==> config.mk <==
export PLATFORM = sky130hd
export DESIGN_NAME = iot_responder
export DESIGN_NICKNAME = d
export VERILOG_FILES = /design/src/rtl/iot_responder_pkg.sv /design/src/rtl/iot_responder_printer.sv /design/src/rtl/iot_responder.sv
export SDC_FILE = /design/constraint.sdc
export NUM_CORES = 1
export LEC_CHECK = 0
export BUFFER_PORTS_ARGS = -buffer_cell sky130_fd_sc_hd__buf_2
export CORE_UTILIZATION = 34
export CTS_BUF_LIST = sky130_fd_sc_hd__clkbuf_2
export CTS_CLUSTER_SIZE = 24
export DETAILED_ROUTE_END_ITERATION = 10
export PLACE_DENSITY = 0.57
export SLEW_MARGIN = 40
export SYNTH_ARGS = -nofsm -noshare
export SYNTH_HDL_FRONTEND = slang
export SYNTH_SLANG_ARGS = --single-unit
==> constraint.sdc <==
create_clock -name clock -period 3.15 [get_ports clock]
set_input_delay 0 -clock clock [delete_from_list [all_inputs] [get_ports clock]]
set_output_delay 0 -clock clock [all_outputs]
set_load 0.02 [all_outputs]
==> src/rtl/iot_responder_pkg.sv <==
// Shared types and constants for the IOT responder: bus/printer state
// encodings, IOT function-bit positions and default device codes.
package iot_responder_pkg;

  typedef enum logic [1:0] {IDLE, DECODE, RESPOND} bus_state_t;
  typedef enum logic [1:0] {P_IDLE, P_SEND, P_WAIT} prt_state_t;

  localparam int IOT_SKIP_BIT = 0;
  localparam int IOT_CLR_BIT  = 1;
  localparam int IOT_XFER_BIT = 2;

  localparam logic [5:0] KBD_DEV_DEFAULT = 6'o03;
  localparam logic [5:0] TTY_DEV_DEFAULT = 6'o04;

endpackage

==> src/rtl/iot_responder_printer.sv <==
// Printer handshake engine: offers a buffered character until accepted,
// then waits PRT_DELAY cycles and pulses done to set the teleprinter flag.
module iot_printer
  import iot_responder_pkg::*;
#(
  parameter int PRT_DELAY = 8
) (
  input  logic       clock,
  input  logic       reset,
  input  logic       start,
  input  logic [7:0] start_char,
  output logic       prt_valid,
  output logic [7:0] prt_char,
  input  logic       prt_ready,
  output logic       done
);

  prt_state_t state, state_next;
  logic [7:0] cnt, cnt_next;
  logic [7:0] char_q, char_next;

  always_ff @(posedge clock) begin
    if (reset) begin
      state  <= P_IDLE;
      cnt    <= 8'd0;
      char_q <= 8'd0;
    end else begin
      state  <= state_next;
      cnt    <= cnt_next;
      char_q <= char_next;
    end
  end

  // A start outside P_IDLE is simply not looked at, so the character is dropped.
  always_comb begin
    state_next = state;
    cnt_next   = cnt;
    char_next  = char_q;
    prt_valid  = 1'b0;
    done       = 1'b0;
    case (state)
      P_IDLE: begin
        if (start) begin
          char_next  = start_char;
          state_next = P_SEND;
        end
      end
      P_SEND: begin
        prt_valid = 1'b1;
        if (prt_ready) begin
          cnt_next   = 8'(PRT_DELAY - 1);
          state_next = P_WAIT;
        end
      end
      P_WAIT: begin
        if (cnt == 8'd0) begin
          done       = 1'b1;
          state_next = P_IDLE;
        end else begin
          cnt_next = cnt - 8'd1;
        end
      end
      default: state_next = P_IDLE;
    endcase
  end

  assign prt_char = char_q;

endmodule

==> src/rtl/iot_responder.sv <==
// PDP-8 style IOT responder for keyboard and teleprinter devices.
// Optional feature macro: KBD_OVERRUN_EN (keyboard overrun capture and status bit).
module iot_responder
  import iot_responder_pkg::*;
#(
  parameter logic [5:0] KBD_DEV   = KBD_DEV_DEFAULT,
  parameter logic [5:0] TTY_DEV   = TTY_DEV_DEFAULT,
  parameter int         PRT_DELAY = 8
) (
  input  logic        clock,
  input  logic        reset,
  input  logic        iot_req,
  input  logic [11:0] iot_ir,
  input  logic [7:0]  iot_dataout,
  output logic        iot_ack,
  output logic [7:0]  iot_datain,
  output logic        iot_skip,
  output logic        iot_clr_ac,
  input  logic        kbd_valid,
  input  logic [7:0]  kbd_char,
  output logic        kbd_ready,
  output logic        prt_valid,
  output logic [7:0]  prt_char,
  input  logic        prt_ready
);

  bus_state_t state, state_next;
  logic [8:0] ir_q;
  logic [7:0] dataout_q;
  logic [7:0] datain_q;
  logic       skip_q, clr_q;
  logic       kbd_flag, tty_flag;
  logic [7:0] kbd_buf, kbd_read;
  logic       kbd_sel, tty_sel, responding;
  logic       kbd_clear, tty_clear, prt_start, prt_done;
  logic       unused_ir_opcode;

  // The opcode field is implied by iot_req; only the device/function bits matter here.
  assign unused_ir_opcode = ^iot_ir[11:9];

  assign kbd_sel    = (ir_q[8:3] == KBD_DEV);
  assign tty_sel    = (ir_q[8:3] == TTY_DEV);
  assign responding = (state == RESPOND);
  assign kbd_clear  = responding & kbd_sel & ir_q[IOT_CLR_BIT];
  assign tty_clear  = responding & tty_sel & ir_q[IOT_CLR_BIT];
  assign prt_start  = responding & tty_sel & ir_q[IOT_XFER_BIT];

  always_ff @(posedge clock) begin
    if (reset) state <= IDLE;
    else       state <= state_next;
  end

  always_comb begin
    state_next = state;
    case (state)
      IDLE:    if (iot_req) state_next = DECODE;
      DECODE:  state_next = RESPOND;
      RESPOND: state_next = IDLE;
      default: state_next = IDLE;
    endcase
  end

  // Flags and buffer are sampled in DECODE so RESPOND presents a stable snapshot.
  always_ff @(posedge clock) begin
    if (reset) begin
      ir_q      <= 9'd0;
      dataout_q <= 8'd0;
      datain_q  <= 8'd0;
      skip_q    <= 1'b0;
      clr_q     <= 1'b0;
    end else begin
      if (state == IDLE && iot_req) begin
        ir_q      <= iot_ir[8:0];
        dataout_q <= iot_dataout;
      end
      if (state == DECODE) begin
        skip_q   <= ir_q[IOT_SKIP_BIT] & ((kbd_sel & kbd_flag) | (tty_sel & tty_flag));
        clr_q    <= kbd_sel & ir_q[IOT_CLR_BIT];
        datain_q <= (kbd_sel & ir_q[IOT_XFER_BIT]) ? kbd_read : 8'd0;
      end
    end
  end

  assign iot_ack    = responding;
  assign iot_datain = responding ? datain_q : 8'd0;
  assign iot_skip   = responding & skip_q;
  assign iot_clr_ac = responding & clr_q;

`ifdef KBD_OVERRUN_EN
  logic kbd_overrun;

  assign kbd_ready = 1'b1;
  assign kbd_read  = {kbd_buf[7] | kbd_overrun, kbd_buf[6:0]};

  // A new character always lands; losing an unread one raises the sticky overrun.
  always_ff @(posedge clock) begin
    if (reset) begin
      kbd_flag    <= 1'b0;
      kbd_buf     <= 8'd0;
      kbd_overrun <= 1'b0;
    end else begin
      if (kbd_clear) begin
        kbd_flag    <= 1'b0;
        kbd_overrun <= 1'b0;
      end
      if (kbd_valid) begin
        kbd_buf  <= kbd_char;
        kbd_flag <= 1'b1;
        if (kbd_flag && !kbd_clear) kbd_overrun <= 1'b1;
      end
    end
  end
`else
  // Holding off capture during a flag clear keeps the clear from eating a fresh char.
  assign kbd_ready = ~kbd_flag & ~kbd_clear;
  assign kbd_read  = kbd_buf;

  always_ff @(posedge clock) begin
    if (reset) begin
      kbd_flag <= 1'b0;
      kbd_buf  <= 8'd0;
    end else begin
      if (kbd_clear) kbd_flag <= 1'b0;
      if (kbd_valid && kbd_ready) begin
        kbd_buf  <= kbd_char;
        kbd_flag <= 1'b1;
      end
    end
  end
`endif

  always_ff @(posedge clock) begin
    if (reset)          tty_flag <= 1'b0;
    else if (prt_done)  tty_flag <= 1'b1;
    else if (tty_clear) tty_flag <= 1'b0;
  end

  iot_printer #(
    .PRT_DELAY(PRT_DELAY)
  ) u_printer (
    .clock     (clock),
    .reset     (reset),
    .start     (prt_start),
    .start_char(dataout_q),
    .prt_valid (prt_valid),
    .prt_char  (prt_char),
    .prt_ready (prt_ready),
    .done      (prt_done)
  );

endmodule

**Word level (Yosys, flattened, before mapping)**

Cells that the tools add are included.

- Add/subtract/negate cells: 1
- Multiply operators: 0
- Divide/modulo/power cells: 0
- Order comparisons: 0
- Equality and inequality tests: 11
- Shift-type cells: 0
- Multiplexer cells: 18
- Bitwise gates (word level): 16
- Reductions and logical operators: 11

Operator list:

| cell | count |
|---|---|
| 8-bit two-way mux | 4 |
| 8-bit one-hot mux with 2 select lines | 1 |
| 1-bit AND | 13 |
| 8-bit zero test | 1 |
| 2-bit two-way mux | 4 |
| 2-bit != test (second input constant) | 4 |
| 8-bit by 1-bit subtractor with 8-bit output (second input constant) | 1 |
| 1-bit two-way mux | 7 |
| 6-bit by 2-bit == test with 1-bit output (second input constant) | 1 |
| 6-bit by 3-bit == test with 1-bit output (second input constant) | 1 |
| 2-bit one-hot mux with 3 select lines | 1 |
| 3-bit AND reduction | 2 |
| 2-bit nonzero test | 3 |
| 2-bit by 1-bit == test with 1-bit output (second input constant) | 2 |
| 2-bit == test (second input constant) | 2 |
| 2-bit zero test | 2 |
| 2-bit one-hot mux with 2 select lines | 1 |
| 1-bit logical AND | 2 |
| 2-bit by 1-bit != test with 1-bit output (second input constant) | 1 |
| 1-bit NOT | 2 |
| 2-bit AND reduction | 1 |
| 1-bit bitwise OR | 1 |

- Register bits: 57
- Latch bits: 0
- Memory bits (writable): 0
- Memory bits (read-only): 0
- Bits of input ports: 33
- Memories kept: 0

**Longest topological paths before layout**

- Depth in word-level cells: 7
- Mapped depth: 6
- Mapped depth without buffers: 6

**By module**

Synthesis repeated with hierarchy kept, for this count alone.

- Cells, all modules: 270
- Area total of the unflattened synthesis: 2389.8 um2

Modules (own cells, without submodules):

| module | instances | cells an instance | area each (um2) | seq. area each (um2) |
|---|---|---|---|---|
| iot_responder | 1 | 171 | 1545.2 | 780.7 |
| iot_printer | 1 | 99 | 844.6 | 360.3 |

**Worst setup path after synthesis**

Ideal clock, no wire load.

- Path kind: reg2reg
- Start point: register u_printer.cnt[0]
- End point: register u_printer.cnt[5]
- Data arrival time: 1600 ps
- Data required time: 3032 ps
- Slack: 1432 ps
- Stages on the path, launching flop included: 7
- Buffers on the path: 0
- Period minus slack after synthesis: 1718 ps
- Path through: dfxtp_1 inv_1 ha_1 or3b_2 o21a_4 o2111a_1 mux2i_1

- Word-level cells in the longest chain between the ends: 3
- Elaborated cells on any way between the ends: 6
- Those cells by class: add/sub (1); eq/ne (1); mux (2); reduce/logical (2)

Ends and longest elaborated chain:

| what | RTL line | RTL |
|---|---|---|
| from (decl) | iot_responder_printer.sv:19 | `logic [7:0] cnt, cnt_next;` |
| from (signal assigned) | iot_responder_printer.sv:29 | `cnt <= cnt_next;` |
| 8-bit by 1-bit subtractor with 8-bit output / 8-bit zero test (equally long branches) | iot_responder_printer.sv:60, iot_responder_printer.sv:56 |  |
| 8-bit two-way mux / 2-bit != test (equally long branches) | n/a |  |
| 8-bit one-hot mux with 2 select lines / 3-bit AND reduction (equally long branches) | n/a |  |

Parallel ways exist; a longest one is shown, timed or not. The select of a mux whose other input is x is not followed.
A chain may end at the register's enable or synchronous reset.

**Worst setup path after layout**

- Start point: register ir_q[6]
- End point: register kbd_buf[1]

- Word-level cells in the longest chain between the ends: 6

Ends and longest elaborated chain:

| what | RTL line | RTL |
|---|---|---|
| from (decl) | iot_responder.sv:28 | `logic [8:0] ir_q;` |
| from (signal assigned) | iot_responder.sv:73 | `ir_q <= iot_ir[8:0];` |
| 6-bit by 2-bit == test with 1-bit output | iot_responder.sv:41 | `assign kbd_sel = (ir_q[8:3] == KBD_DEV);` |
| 1-bit AND (2 in a row) | iot_responder.sv:44 | `assign kbd_clear = responding & kbd_sel & ir_q[IOT_CLR_BIT];` |
| 1-bit NOT | iot_responder.sv:115 | `assign kbd_ready = ~kbd_flag & ~kbd_clear;` |
| 1-bit AND | iot_responder.sv:115 |  |
| 1-bit logical AND | iot_responder.sv:124 | `if (kbd_valid && kbd_ready) begin` |
| to (signal assigned) | iot_responder.sv:125 | `kbd_buf <= kbd_char;` |
| to (decl) | iot_responder.sv:33 | `logic [7:0] kbd_buf, kbd_read;` |

No other way between the ends.

==> results.json <==
{
  "run_status": "completed",
  "setup.reg_to_reg.worst_slack_ns": 0.82,
  "post_route_cells_drive_above_1_share": 0.203,
  "yosysWarnings": 0,
  "synth_area_leader_cell": "sky130_fd_sc_hd__dfxtp_1",
  "synth-edff-count": 0,
  "report.final.hold_viol_count": 0,
  "timing.critical_path.arrival_ns": 2.70,
  "timing.rr.start": "ir_q[6]",
  "final.setup.worst_slack_ns": 0.817,
  "drc": 0,
  "area_delta_synth_final_pct": 39.7,
  "power-per-cell-area_nw_per_um2": 489,
  "avgViaCountPerCell": 4.89,
  "grt.met2_usage": 0.261,
  "synth_nets": 297,
  "drt-wirelength-per-cell_um": 12.4,
  "placedCellCount": 377,
  "worstReg2RegEnd": "kbd_buf[1]",
  "relSlewSlack": 0.562,
  "hold_path_class": "primary input to register",
  "worstHoldEndpoint": "dataout_q[1]",
  "io-pin-count": 54,
  "clkTransAtPathRegs_ns": 0.18,
  "crit_fanout": 8,
  "cells_traversed_along_the_worst_timing_path": "nor3_1 > a41oi_2 > mux2i_1 > nor2_1 > dlygate4sd3_1",
  "synth.most_common_cell": "sky130_fd_sc_hd__dfxtp_1",
  "cts_tree": "yes",
  "crit_path_start_kind": "register",
  "postCtsSetupBuffers": 0,
  "timing_worst_slew_pin_value_ns": 0.657,
  "final_core_utilization": 0.502,
  "drt_pass1_iterations": 6,
  "postPlaceCellArea_um2": 2630,
  "global_route_wire_length_before_repair_um": 9150,
  "h-tree-depth": 3,
  "groute.layer.met1.usage": 0.206,
  "place.port_buffers": 50,
  "finalCritPeriodShare": 0.741,
  "vias": 2139,
  "numCtsBuffers": 9,
  "post-route-cell-area_um2": 3260,
  "hold_slack_ns": 0.167,
  "rr_worst_depth": 5,
  "antenna_violations_before_repair": 0,
  "drt-initial-drc-count": 120,
  "setup_violations": 0,
  "setup-tns-final_ns": 0,
  "floorplan.initialDensity": 0.359,
  "yosys-top-cells-area": "sky130_fd_sc_hd__dfxtp_1 49%, sky130_fd_sc_hd__mux2i_1 9.0%, sky130_fd_sc_hd__nand2_1 6.9%",
  "maxCapViolCount": 0,
  "instances_no_fill": 437,
  "clock_sink_count": 57,
  "report.power.total_mw": 1.59,
  "pre_cts_ws_ns": 1.26,
  "timing.critical_path.required_ns": 3.52,
  "die-width_um": 84.8,
  "p_leak_nw": 1.41,
  "cts_max_path_bufs": 2,
  "finalCriticalPeriod_ns": 2.33,
  "ant_nets": 0,
  "die_h_um": 84.8,
  "timing.hold.worst_path_depth": 4,
  "gp_congestion": 0.732,
  "number_of_antenna_diodes": 0,
  "netlist_area_um2": 2330,
  "global_route.overflow_total": 0,
  "postRouteWirelength_um": 5440,
  "grt_use_met3": 0.0418,
  "peakVddDrop_mv": 0.187,
  "path_delay_family": "buffers and inverters",
  "globalRouteTotalUtil": 0.164,
  "synth_flop_cell": "sky130_fd_sc_hd__dfxtp_1",
  "core_region_area_um2": 6490,
  "hold_path_startpoint": "iot_req",
  "root_buffer_cell": "sky130_fd_sc_hd__clkbuf_2",
  "maxClockFrequency_mhz": 429,
  "post_synth_inst_count": 262,
  "postSynthRegisterBits": 57,
  "post_synthesis_async_set_or_reset_flop_share": 0,
  "post-synth-top-area-fraction": 0.489,
  "cp.buffers_inverters": 1,
  "setup.worst_path.class": "register to register",
  "distinct_cell_type_count_after_synthesis": 40,
  "synth_top_cells_by_count": "57 x sky130_fd_sc_hd__dfxtp_1, 43 x sky130_fd_sc_hd__nand2_1, 35 x sky130_fd_sc_hd__nor2_1",
  "first_global_vias": 1984,
  "rsz0062_at_grt": "no",
  "layout.nets": 390,
  "crit_path_end_kind": "register",
  "maximum_number_of_pins_on_one_net_before_global_route_repair": 60,
  "ys_seq_area_frac": 0.489,
  "floorplan.die_area_um2": 7190,
  "layer_with_the_highest_usage": "met2",
  "fin_skew_ns": 0.0260,
  "synthesis.area_per_instance_um2": 8.90,
  "crit_path_top_delay_cell": "sky130_fd_sc_hd__dlygate4sd3_1",
  "clkLatencyLatePin_ns": 0.49,
  "crit_path_max_incr_delay_ns": 0.59,
  "row_count": 29,
  "dpl.hpwl_um": 3330,
  "final_max_slew_viol_count": 0
}
[flip-flops by register name, indices dropped and copies added, names as in the netlist]
name	flops
datain_q	8
skip_q	1
tty_flag	1
u_printer.cnt	8
ir_q	9
clr_q	1
state	2
u_printer.state	2
kbd_buf	8
u_printer.prt_char	8
dataout_q	8
kbd_flag	1
[layer usage]
layer,wire length (µm),part of all wire
met4,102,0.019
met5,0,0
met1,2580,0.47
met3,194,0.036
met2,2560,0.47
[tightest hold or removal path, delay by kind of cell]
| kind | cells | cell delay, ns |
|---|---|---|
| buffers and inverters | 1 | 0.10 |
| AOI/OAI and AO/OA | 1 | 0.06 |
| and+or+nand+nor | 2 | 0.47 |
[worst max path at each step]
| stage | start | depth (start not counted) | end |
|---|---|---|---|
| 4_1_cts | u_printer.cnt[0] | 7 | u_printer.cnt[2] |
| 6_report | ir_q[6] | 5 | kbd_buf[1] |
| 3_3_place_gp | ir_q[6] | 4 | u_printer.prt_char[3] |
| 3_5_place_dp | ir_q[6] | 4 | u_printer.prt_char[1] |
| 5_1_grt | ir_q[6] | 5 | kbd_buf[1] |
| 2_1_floorplan | u_printer.cnt[0] | 6 | u_printer.cnt[5] |
[logic make-up after synthesis]
| kind of cell | Yosys count | synth area share |
|---|---|---|
| buffers and inverters | 18 | 0.0327 |
| AOI/OAI and AO/OA | 43 | 0.124 |
| DFF | 57 | 0.489 |
| xor gates and xnor gates | 1 | 0.00376 |
| and+or+nand+nor | 120 | 0.249 |
| adders and majority gates | 2 | 0.0107 |
| muxes | 21 | 0.0901 |
[cells in the final DEF, fill, tap and decap left out, types with 4 or more instances in the layout]
master / count
sky130_fd_sc_hd__a21oi_1: 21
sky130_fd_sc_hd__buf_2: 49
sky130_fd_sc_hd__nor2_1: 35
sky130_fd_sc_hd__dfxtp_1: 57
sky130_fd_sc_hd__bufinv_16: 4
sky130_fd_sc_hd__or3_1: 5
sky130_fd_sc_hd__clkbuf_2: 9
sky130_fd_sc_hd__a22oi_1: 9
sky130_fd_sc_hd__dlygate4sd3_1: 44
sky130_fd_sc_hd__mux2i_1: 21
sky130_fd_sc_hd__nand2_1: 43
sky130_fd_sc_hd__nor3_1: 6
sky130_fd_sc_hd__and2_1: 11
sky130_fd_sc_hd__inv_1: 5
[where the power goes]
group | internal (mW) | total (mW) | switching (mW)
logic | 0.0757 | 0.143 | 0.0677
clock network | 0.416 | 0.693 | 0.277
registers | 0.743 | 0.758 | 0.0149
[timing repair]
item / 4_1_cts / 5_1_grt
gates resized for setup: 0 / 0
endpoints found under the hold margin: 49 / 0
setup endpoints to repair: 0 / 0
hold buffers: 44 / 0
[area by class of cell]
cell class                      instances  area [µm²]
Fill cell                             631        3240
Sequential cell                        57        1140
Multi-Input combinational cell        187        1120
Timing Repair Buffer                   95         701
Clock inverter                          7         133
Tap cell                               77        96.3
Clock buffer                            9        45.0
Inverter                                5        18.8
No activity file was read; power rests on OpenSTA's default activity.
